===== src/rtl/cpu_types_pkg.sv =====
// Shared CPU/RAM types: word, RAM port state and arbiter state encodings.
package cpu_types_pkg;

  typedef logic [31:0] word_t;

  typedef enum logic [1:0] {
    FREE   = 2'd0,
    BUSY   = 2'd1,
    ACCESS = 2'd2,
    ERROR  = 2'd3
  } ramstate_t;

  typedef enum logic [1:0] {
    IDLE  = 2'd0,
    ISSUE = 2'd1,
    RESP  = 2'd2
  } arb_state_t;

  // Index width for n requesters; never narrower than one bit.
  function automatic int unsigned idx_width(input int unsigned n);
    return (n > 1) ? $clog2(n) : 1;
  endfunction

endpackage


===== src/rtl/ram_arbiter_if.sv =====
// Requester and RAM-side bus of the shared RAM port arbiter.
interface ram_arbiter_if
  import cpu_types_pkg::*;
#(
  parameter int unsigned REQS = 4
) ();

  logic  [REQS-1:0] req;
  logic  [REQS-1:0] wen;
  word_t [REQS-1:0] addr;
  word_t [REQS-1:0] wdata;
  logic  [REQS-1:0] gnt;
  logic  [REQS-1:0] done;
  logic             err;
  word_t            rdata;

  logic             ramREN;
  logic             ramWEN;
  word_t            ramaddr;
  word_t            ramstore;
  ramstate_t        ramstate;
  word_t            ramload;

  // Arbiter view.
  modport slave (
    input  req, wen, addr, wdata, ramstate, ramload,
    output gnt, done, err, rdata, ramREN, ramWEN, ramaddr, ramstore
  );

  // Requesters plus RAM view.
  modport master (
    output req, wen, addr, wdata, ramstate, ramload,
    input  gnt, done, err, rdata, ramREN, ramWEN, ramaddr, ramstore
  );

endinterface


===== src/rtl/ram_arbiter_rr_pick.sv =====
// Combinational round-robin picker: first set req bit after ptr, with wrap.
module rr_pick
  import cpu_types_pkg::*;
#(
  parameter int unsigned REQS = 4,
  parameter int unsigned IW   = idx_width(REQS)
) (
  input  logic [REQS-1:0] req,
  input  logic [IW-1:0]   ptr,
  output logic [REQS-1:0] win,
  output logic [IW-1:0]   win_idx
);

  // Scan ptr+1 .. ptr+REQS modulo REQS; REQS need not be a power of two.
  always_comb begin
    int unsigned j;
    logic        found;
    win     = '0;
    win_idx = '0;
    found   = 1'b0;
    j       = 0;
    for (int unsigned k = 1; k <= REQS; k++) begin
      j = (32'(ptr) + k) % REQS;
      if (!found && req[IW'(j)]) begin
        found          = 1'b1;
        win[IW'(j)]    = 1'b1;
        win_idx        = IW'(j);
      end
    end
  end

endmodule


===== src/rtl/ram_arbiter.sv =====
// Round-robin owner of the single shared RAM port (icache/dcache of each core).
// Optional watchdog: define RAM_ARB_WATCHDOG_EN to time out ISSUE after WD_CYCLES.
module ram_arbiter
  import cpu_types_pkg::*;
#(
  parameter int unsigned REQS      = 4,
  parameter int unsigned WD_CYCLES = 64
) (
  input logic          CLK,
  input logic          RST,
  ram_arbiter_if.slave bus
);

  localparam int unsigned IW = idx_width(REQS);

  arb_state_t      state, next_state;
  logic [REQS-1:0] gnt_q, done_q, pick;
  logic [IW-1:0]   gidx, ptr, pick_idx;
  logic            err_q;
  word_t           rdata_q;
  logic            own_req_c, own_wen_c, complete_c, timeout_c;

  rr_pick #(.REQS(REQS), .IW(IW)) u_pick (
    .req     (bus.req),
    .ptr     (ptr),
    .win     (pick),
    .win_idx (pick_idx)
  );

  assign own_req_c  = bus.req[gidx];
  assign own_wen_c  = bus.wen[gidx];
  assign complete_c = (bus.ramstate == ACCESS) || (bus.ramstate == ERROR) || timeout_c;

`ifdef RAM_ARB_WATCHDOG_EN
  localparam int unsigned WDW = $clog2(WD_CYCLES + 1);
  logic [WDW-1:0] wd_cnt;
  logic           ram_wait_c;

  assign ram_wait_c = (bus.ramstate == FREE) || (bus.ramstate == BUSY);

  // Counts ISSUE cycles spent waiting on the RAM; restarts on every ISSUE entry.
  always_ff @(posedge CLK or posedge RST) begin
    if (RST)                 wd_cnt <= '0;
    else if (state != ISSUE) wd_cnt <= '0;
    else if (ram_wait_c)     wd_cnt <= wd_cnt + WDW'(1);
  end

  assign timeout_c = (state == ISSUE) && ram_wait_c && (wd_cnt == WDW'(WD_CYCLES - 1));
`else
  // Watchdog compiled out: WD_CYCLES has no effect and ISSUE never times out.
  assign timeout_c = (WD_CYCLES == 0) & 1'b0;
`endif

  // State register.
  always_ff @(posedge CLK or posedge RST) begin
    if (RST) state <= IDLE;
    else     state <= next_state;
  end

  // Next-state: grant, wait for RAM (or abort on dropped req), one response cycle.
  always_comb begin
    next_state = state;
    case (state)
      IDLE:    if (|bus.req) next_state = ISSUE;
      ISSUE: begin
        if (!own_req_c)      next_state = IDLE;
        else if (complete_c) next_state = RESP;
      end
      RESP:    next_state = IDLE;
      default: next_state = IDLE;
    endcase
  end

  // RAM strobes and bus follow the current owner only while in ISSUE.
  always_comb begin
    bus.ramREN   = 1'b0;
    bus.ramWEN   = 1'b0;
    bus.ramaddr  = '0;
    bus.ramstore = '0;
    if (state == ISSUE) begin
      bus.ramREN   = own_req_c & ~own_wen_c;
      bus.ramWEN   = own_req_c & own_wen_c;
      bus.ramaddr  = bus.addr[gidx];
      bus.ramstore = bus.wdata[gidx];
    end
  end

  // Grant, completion pulse, response data and fairness pointer.
  always_ff @(posedge CLK or posedge RST) begin
    if (RST) begin
      gnt_q   <= '0;
      gidx    <= '0;
      ptr     <= IW'(REQS - 1);
      done_q  <= '0;
      err_q   <= 1'b0;
      rdata_q <= '0;
    end else begin
      done_q <= '0;
      case (state)
        IDLE: begin
          if (|bus.req) begin
            gnt_q <= pick;
            gidx  <= pick_idx;
          end
        end
        ISSUE: begin
          if (!own_req_c) begin
            gnt_q <= '0;
          end else if (bus.ramstate == ACCESS) begin
            rdata_q <= bus.ramload;
            err_q   <= 1'b0;
            done_q  <= gnt_q;
          end else if (complete_c) begin
            err_q  <= 1'b1;
            done_q <= gnt_q;
          end
        end
        RESP: begin
          ptr   <= gidx;
          gnt_q <= '0;
        end
        default: gnt_q <= '0;
      endcase
    end
  end

  assign bus.gnt   = gnt_q;
  assign bus.done  = done_q;
  assign bus.err   = err_q;
  assign bus.rdata = rdata_q;

endmodule


===== src/flat_wrapper.sv =====
// flat-port wrapper written by rule: the top's interface ports become plain ports
module ram_arbiter_flat import cpu_types_pkg::*;
#(
  parameter int unsigned REQS      = 4,
  parameter int unsigned WD_CYCLES = 64
)
  (CLK, RST, bus_req, bus_wen, bus_addr, bus_wdata, bus_ramstate, bus_ramload, bus_gnt, bus_done, bus_err, bus_rdata, bus_ramREN, bus_ramWEN, bus_ramaddr, bus_ramstore);
  ram_arbiter_if #(.REQS(REQS)) bus_i ();
  input logic CLK;
  input logic RST;
  input wire logic [$bits(bus_i.req)-1:0] bus_req;
  input wire logic [$bits(bus_i.wen)-1:0] bus_wen;
  input wire logic [$bits(bus_i.addr)-1:0] bus_addr;
  input wire logic [$bits(bus_i.wdata)-1:0] bus_wdata;
  input wire logic [$bits(bus_i.ramstate)-1:0] bus_ramstate;
  input wire logic [$bits(bus_i.ramload)-1:0] bus_ramload;
  output wire logic [$bits(bus_i.gnt)-1:0] bus_gnt;
  output wire logic [$bits(bus_i.done)-1:0] bus_done;
  output wire logic [$bits(bus_i.err)-1:0] bus_err;
  output wire logic [$bits(bus_i.rdata)-1:0] bus_rdata;
  output wire logic [$bits(bus_i.ramREN)-1:0] bus_ramREN;
  output wire logic [$bits(bus_i.ramWEN)-1:0] bus_ramWEN;
  output wire logic [$bits(bus_i.ramaddr)-1:0] bus_ramaddr;
  output wire logic [$bits(bus_i.ramstore)-1:0] bus_ramstore;
  assign bus_i.req = bus_req;
  assign bus_i.wen = bus_wen;
  assign bus_i.addr = bus_addr;
  assign bus_i.wdata = bus_wdata;
  assign bus_i.ramstate = bus_ramstate;
  assign bus_i.ramload = bus_ramload;
  assign bus_gnt = bus_i.gnt;
  assign bus_done = bus_i.done;
  assign bus_err = bus_i.err;
  assign bus_rdata = bus_i.rdata;
  assign bus_ramREN = bus_i.ramREN;
  assign bus_ramWEN = bus_i.ramWEN;
  assign bus_ramaddr = bus_i.ramaddr;
  assign bus_ramstore = bus_i.ramstore;
  ram_arbiter #(.REQS(REQS), .WD_CYCLES(WD_CYCLES)) u_core (.CLK(CLK), .RST(RST), .bus(bus_i));
endmodule

===== config.mk =====
export PLATFORM = sky130hd
export DESIGN_NAME = ram_arbiter_flat
export DESIGN_NICKNAME = d
export VERILOG_FILES = /design/src/rtl/cpu_types_pkg.sv /design/src/rtl/ram_arbiter_if.sv /design/src/rtl/ram_arbiter_rr_pick.sv /design/src/rtl/ram_arbiter.sv /design/src/flat_wrapper.sv
export SDC_FILE = /design/constraint.sdc
export NUM_CORES = 1
export LEC_CHECK = 0
export ABC_AREA = 1
export BUFFER_PORTS_ARGS = -buffer_cell sky130_fd_sc_hd__buf_2
export CAP_MARGIN = 25
export CORE_AREA = 2 2 159 161
export CTS_BUF_LIST = sky130_fd_sc_hd__clkbuf_2 sky130_fd_sc_hd__clkbuf_4 sky130_fd_sc_hd__clkbuf_8
export CTS_CLUSTER_DIAMETER = 50
export CTS_CLUSTER_SIZE = 20
export DETAILED_ROUTE_END_ITERATION = 8
export DIE_AREA = 0 0 161 163
export SYNTH_ARGS = -nofsm -noshare
export SYNTH_HDL_FRONTEND = slang
export SYNTH_HIERARCHICAL = 1
export SYNTH_SLANG_ARGS = --single-unit

===== constraint.sdc =====
create_clock -name CLK -period 2.3 [get_ports CLK]
set_input_delay 0.575 -clock CLK [delete_from_list [all_inputs] [get_ports CLK]]
set_output_delay 0.575 -clock CLK [all_outputs]
set_load 0.02 [all_outputs]

==> metrics.md <==
| Metric | Value |
|---|---|
| Total via count after detailed routing | `7180` |
| Critical Setup Path Class | `register to primary output` |
| Most frequent cells in the layout | `sky130_fd_sc_hd__buf_2 (349), sky130_fd_sc_hd__nor2_1 (260), sky130_fd_sc_hd__nand2_1 (105)` |
| Starting Density | `0.192` |
| Result of the run | `complete, but fails checks` |
| Count of warnings emitted by yosys | `6` |
| Reported leakage power | `4.23 nW` |
| Number of instances in the synthesized netlist | `819` |
| Kind of start point of the critical path | `register` |
| Via density per instance | `between 4 and 5` |
| Post-route design area | `between 8000 and 9000 um2` |
| Total clock buffers created by CTS | `5` |
| Crit path DAT | `between 1.5 and 2 ns` |
| Total wirelength of the detailed-routed design | `roughly 24 mm` |
| Max Slew Vio Count | `0` |
| CP Data Required Time | `about 1.7 ns` |
| Nets | `around 1500` |
| Highest achievable clock rate | `0.417 GHz` |
| Kind of capture point of the worst setup path | `primary output` |
| Growth of design area from synthesis to finish | `70.7%` |
| Yosys reg bits | `47` |
| Overflow left after global routing | `0` |
| CTS Root Buffer Type | `sky130_fd_sc_hd__clkbuf_8` |
| Violated checks | `negative setup slack` |
| Sequential standard cell area | `1180 um2` |
| Pre-Repair DR Iteration Count | `5` |
| Arithmetic-cell share of the synthesized area counting full adders, half adders and majority gates | `0.0211` |
| Count of antenna-violating nets left after detailed routing | `0` |
| Post-synth net total | `roughly 1100` |
| Horiz. Die Dim | `161 um` |
| Library cells used by synthesis | `26` |
| Multiplexer fraction of the synthesized cell area | `0` |
| Simple-Gate Fraction of Synth Area | `0.416` |
| GP Congestion | `around 0.9` |
| Total half-perimeter wirelength after legalization and detailed placement | `17.1 mm` |
| Compound-gate portion of the synthesized area | `0.222` |
| Maximum number of pins on one net before global-route repair | `65` |
| Iter 0 DRT Violations | `561` |
| Number of levels the H-tree was split into | `2` |
| Critical path fanouts, max | `6` |
| Synthesized area per cell | `5.79 um2` |
| Final Setup Violations | `44` |
| Register area share after synthesis | `0.249` |
| Average wire per standard cell | `15.6 um` |
| Final critical-path required period | `2.40 ns` |
| Final total negative setup slack | `-1.32 ns` |
| R2r worst-path depth | `9` |
| Number of sinks handled by clock tree synthesis | `47` |
| Antenna violations before repair | `3` |
| XOR/XNOR Fraction of Synth Area | `0` |
| Worst Tran Pin Value | `roughly 0.52 ns` |
| DP Area | `7240 um2` |
| Via count of the first global-routing pass | `6434` |
| IR Drop Worst-Case VDD | `between 0.5 and 0.6 mV` |
| Global-route usage over all layers | `0.163` |
| Post-route clock skew | `0.00811 ns` |
| Worst hold path class | `input port to asynchronous set/reset pin` |
| Number of remaining DRC errors | `0` |
| Fill count | `2712` |
| Standard-cell rows | `58` |
| Area of combinational cells with multiple inputs | `around 3200 um2` |
| Clock tree from TritonCTS | `built` |
| Commonest non-fill, non-tap cell in the layout | `sky130_fd_sc_hd__buf_2` |
| Clock slew at the register clock pins of the worst setup and hold paths | `0.10 ns` |
| Core area | `roughly 25000 um2` |
| Share of final-layout standard cells stronger than drive strength 1 | `0.425` |
| Hold Violations, Final | `0` |
| Final setup margin | `-0.0957 ns` |
| RSZ-0062 raised after global routing | `yes` |
| Die H | `163 um` |
| Power density relative to cell area | `approximately 1400 nW/um2` |
| IO buf count | `406` |
| Number of top-level pins | `407` |
| Relative slew margins | `0.653` |
| Synth Cell Area | `4740 um2` |
| Clock buffer depth | `2` |
| Maxcap violations | `0` |
| Global-route wire length before repair | `around 35 mm` |
| Largest family of logic cells by synthesized area | `simple AND/OR/NAND/NOR gates` |
| Fraction of the cycle the final worst path needs | `1.04` |
| Worst-Skew Late Latency | `between 0.3 and 0.4 ns` |
| Die Footprint | `26200 um2` |
-- area by class of cell --
class | instances | share of cell area
Multi-Input combinational cell | 678 | 0.401
Timing Repair Buffer | 456 | 0.371
Sequential cell | 47 | 0.146
Tap cell | 330 | 0.0510
Inverter | 31 | 0.0165
Clock buffer | 5 | 0.00850
Clock inverter | 3 | 0.00572
Antenna cell | 2 | 0.000618
-- logic make-up after synthesis --
kind of cell	Yosys count
simple gates	462
compound gates	208
buf+inv	94
flops	47
fa+ha+maj	8
-- state kept, by name, summed over array words and instances (netlist names) --
register	count
u_core/gidx	2
u_core/bus.rdata	32
u_core/state	2
u_core/bus.gnt	4
u_core/bus.err	1
u_core/ptr	2
u_core/bus.done	4
-- power by group --
part	switching (mW)	internal (mW)	total (mW)
clock	0.307	0.328	0.635
combinational	5.74	3.80	9.54
sequential	0.227	1.18	1.41
total	6.27	5.31	11.6
-- worst paths after layout --
| check | start | to | slack, ns |
|---|---|---|---|
| worst min-delay path | RST | u_core/bus.rdata[1] | 0.29 |
| min in group CLK | u_core/bus.rdata[12] | u_core/bus.rdata[12] | 0.47 |
| worst max-delay path | u_core/gidx[0] | bus_ramaddr[27] | -0.1 |
| worst min register to register | u_core/bus.rdata[12] | u_core/bus.rdata[12] | 0.47 |
| max in group asynchronous | RST | u_core/ptr[1] | 1.36 |
| worst max register to register | u_core/gidx[0] | u_core/bus.rdata[18] | 0.23 |
-- worst max-delay path: stages, from the launching register on --
cell and delay, ns:
sky130_fd_sc_hd__dfrtp_4 0.58, sky130_fd_sc_hd__inv_8 0.13, sky130_fd_sc_hd__buf_12 0.15, sky130_fd_sc_hd__buf_12 0.12
sky130_fd_sc_hd__buf_4 0.11, sky130_fd_sc_hd__o21ai_2 0.05, sky130_fd_sc_hd__a21oi_1 0.18, sky130_fd_sc_hd__buf_4 0.18
-- cells in the mapped netlist --
library cell / n / area, um2
sky130_fd_sc_hd__inv_2: 4 / 15.0
sky130_fd_sc_hd__nand2_8: 1 / 20.0
sky130_fd_sc_hd__nand2_1: 105 / 394
sky130_fd_sc_hd__buf_1: 9 / 33.8
sky130_fd_sc_hd__dfstp_2: 2 / 52.6
sky130_fd_sc_hd__nand2_4: 4 / 45.0
sky130_fd_sc_hd__a21oi_1: 72 / 360
sky130_fd_sc_hd__nand4_1: 34 / 213
sky130_fd_sc_hd__nand3_1: 32 / 160
sky130_fd_sc_hd__buf_4: 2 / 15.0
sky130_fd_sc_hd__nand3_4: 2 / 35.0
sky130_fd_sc_hd__nor2_2: 1 / 6.26
sky130_fd_sc_hd__nor2_8: 1 / 20.0
sky130_fd_sc_hd__dfrtp_1: 45 / 1130
sky130_fd_sc_hd__a21boi_0: 4 / 30.0
sky130_fd_sc_hd__inv_8: 1 / 11.3
sky130_fd_sc_hd__inv_1: 26 / 97.6
sky130_fd_sc_hd__ha_1: 8 / 100
sky130_fd_sc_hd__nor2_1: 276 / 1040
sky130_fd_sc_hd__nand2_2: 4 / 25.0
sky130_fd_sc_hd__clkbuf_1: 21 / 78.8
sky130_fd_sc_hd__nand3_2: 2 / 20.0
sky130_fd_sc_hd__buf_6: 5 / 56.3
sky130_fd_sc_hd__o21ai_0: 126 / 631
sky130_fd_sc_hd__buf_2: 26 / 130
sky130_fd_sc_hd__o21ai_1: 6 / 30.0
-- metrics by stage --
stage,power (mW),worst slack [ns],util,hold slack [ns],instances
3_3_place_gp,9.29,0.169,0.293,0.450,1520
4_1_cts,10.9,-0.0800,0.314,0.310,1538
3_5_place_dp,9.32,0.154,0.293,0.453,1520
5_1_grt,12.5,-0.160,0.328,0.327,1551
2_1_floorplan,6.64,0.250,-,0.509,819
6_report,11.6,-0.0957,0.328,0.288,1552
-- what timing repair did --
action / 4_1_cts / 5_1_grt
hold buffers: 0 / 0
pin swaps: 13 / 14
gates cloned: 6 / 8
setup endpoints to repair: 56 / 66
buffers inserted: 4 / 4
gates resized for setup: 88 / 78
-- per-layer routing --
layer / up-vias / routed length, um / global-route usage / share of wire
li1: 3503 / - / - / -
met1: 3269 / 10000 / 0.207 / 0.41
met2: 366 / 12000 / 0.287 / 0.49
met3: 38 / 1760 / 0.0285 / 0.073
met4: 4 / 487 / 0.0406 / 0.020
met5: - / 26 / 0 / 0.0011
Note: power is estimated with default switching activity, not from simulation.
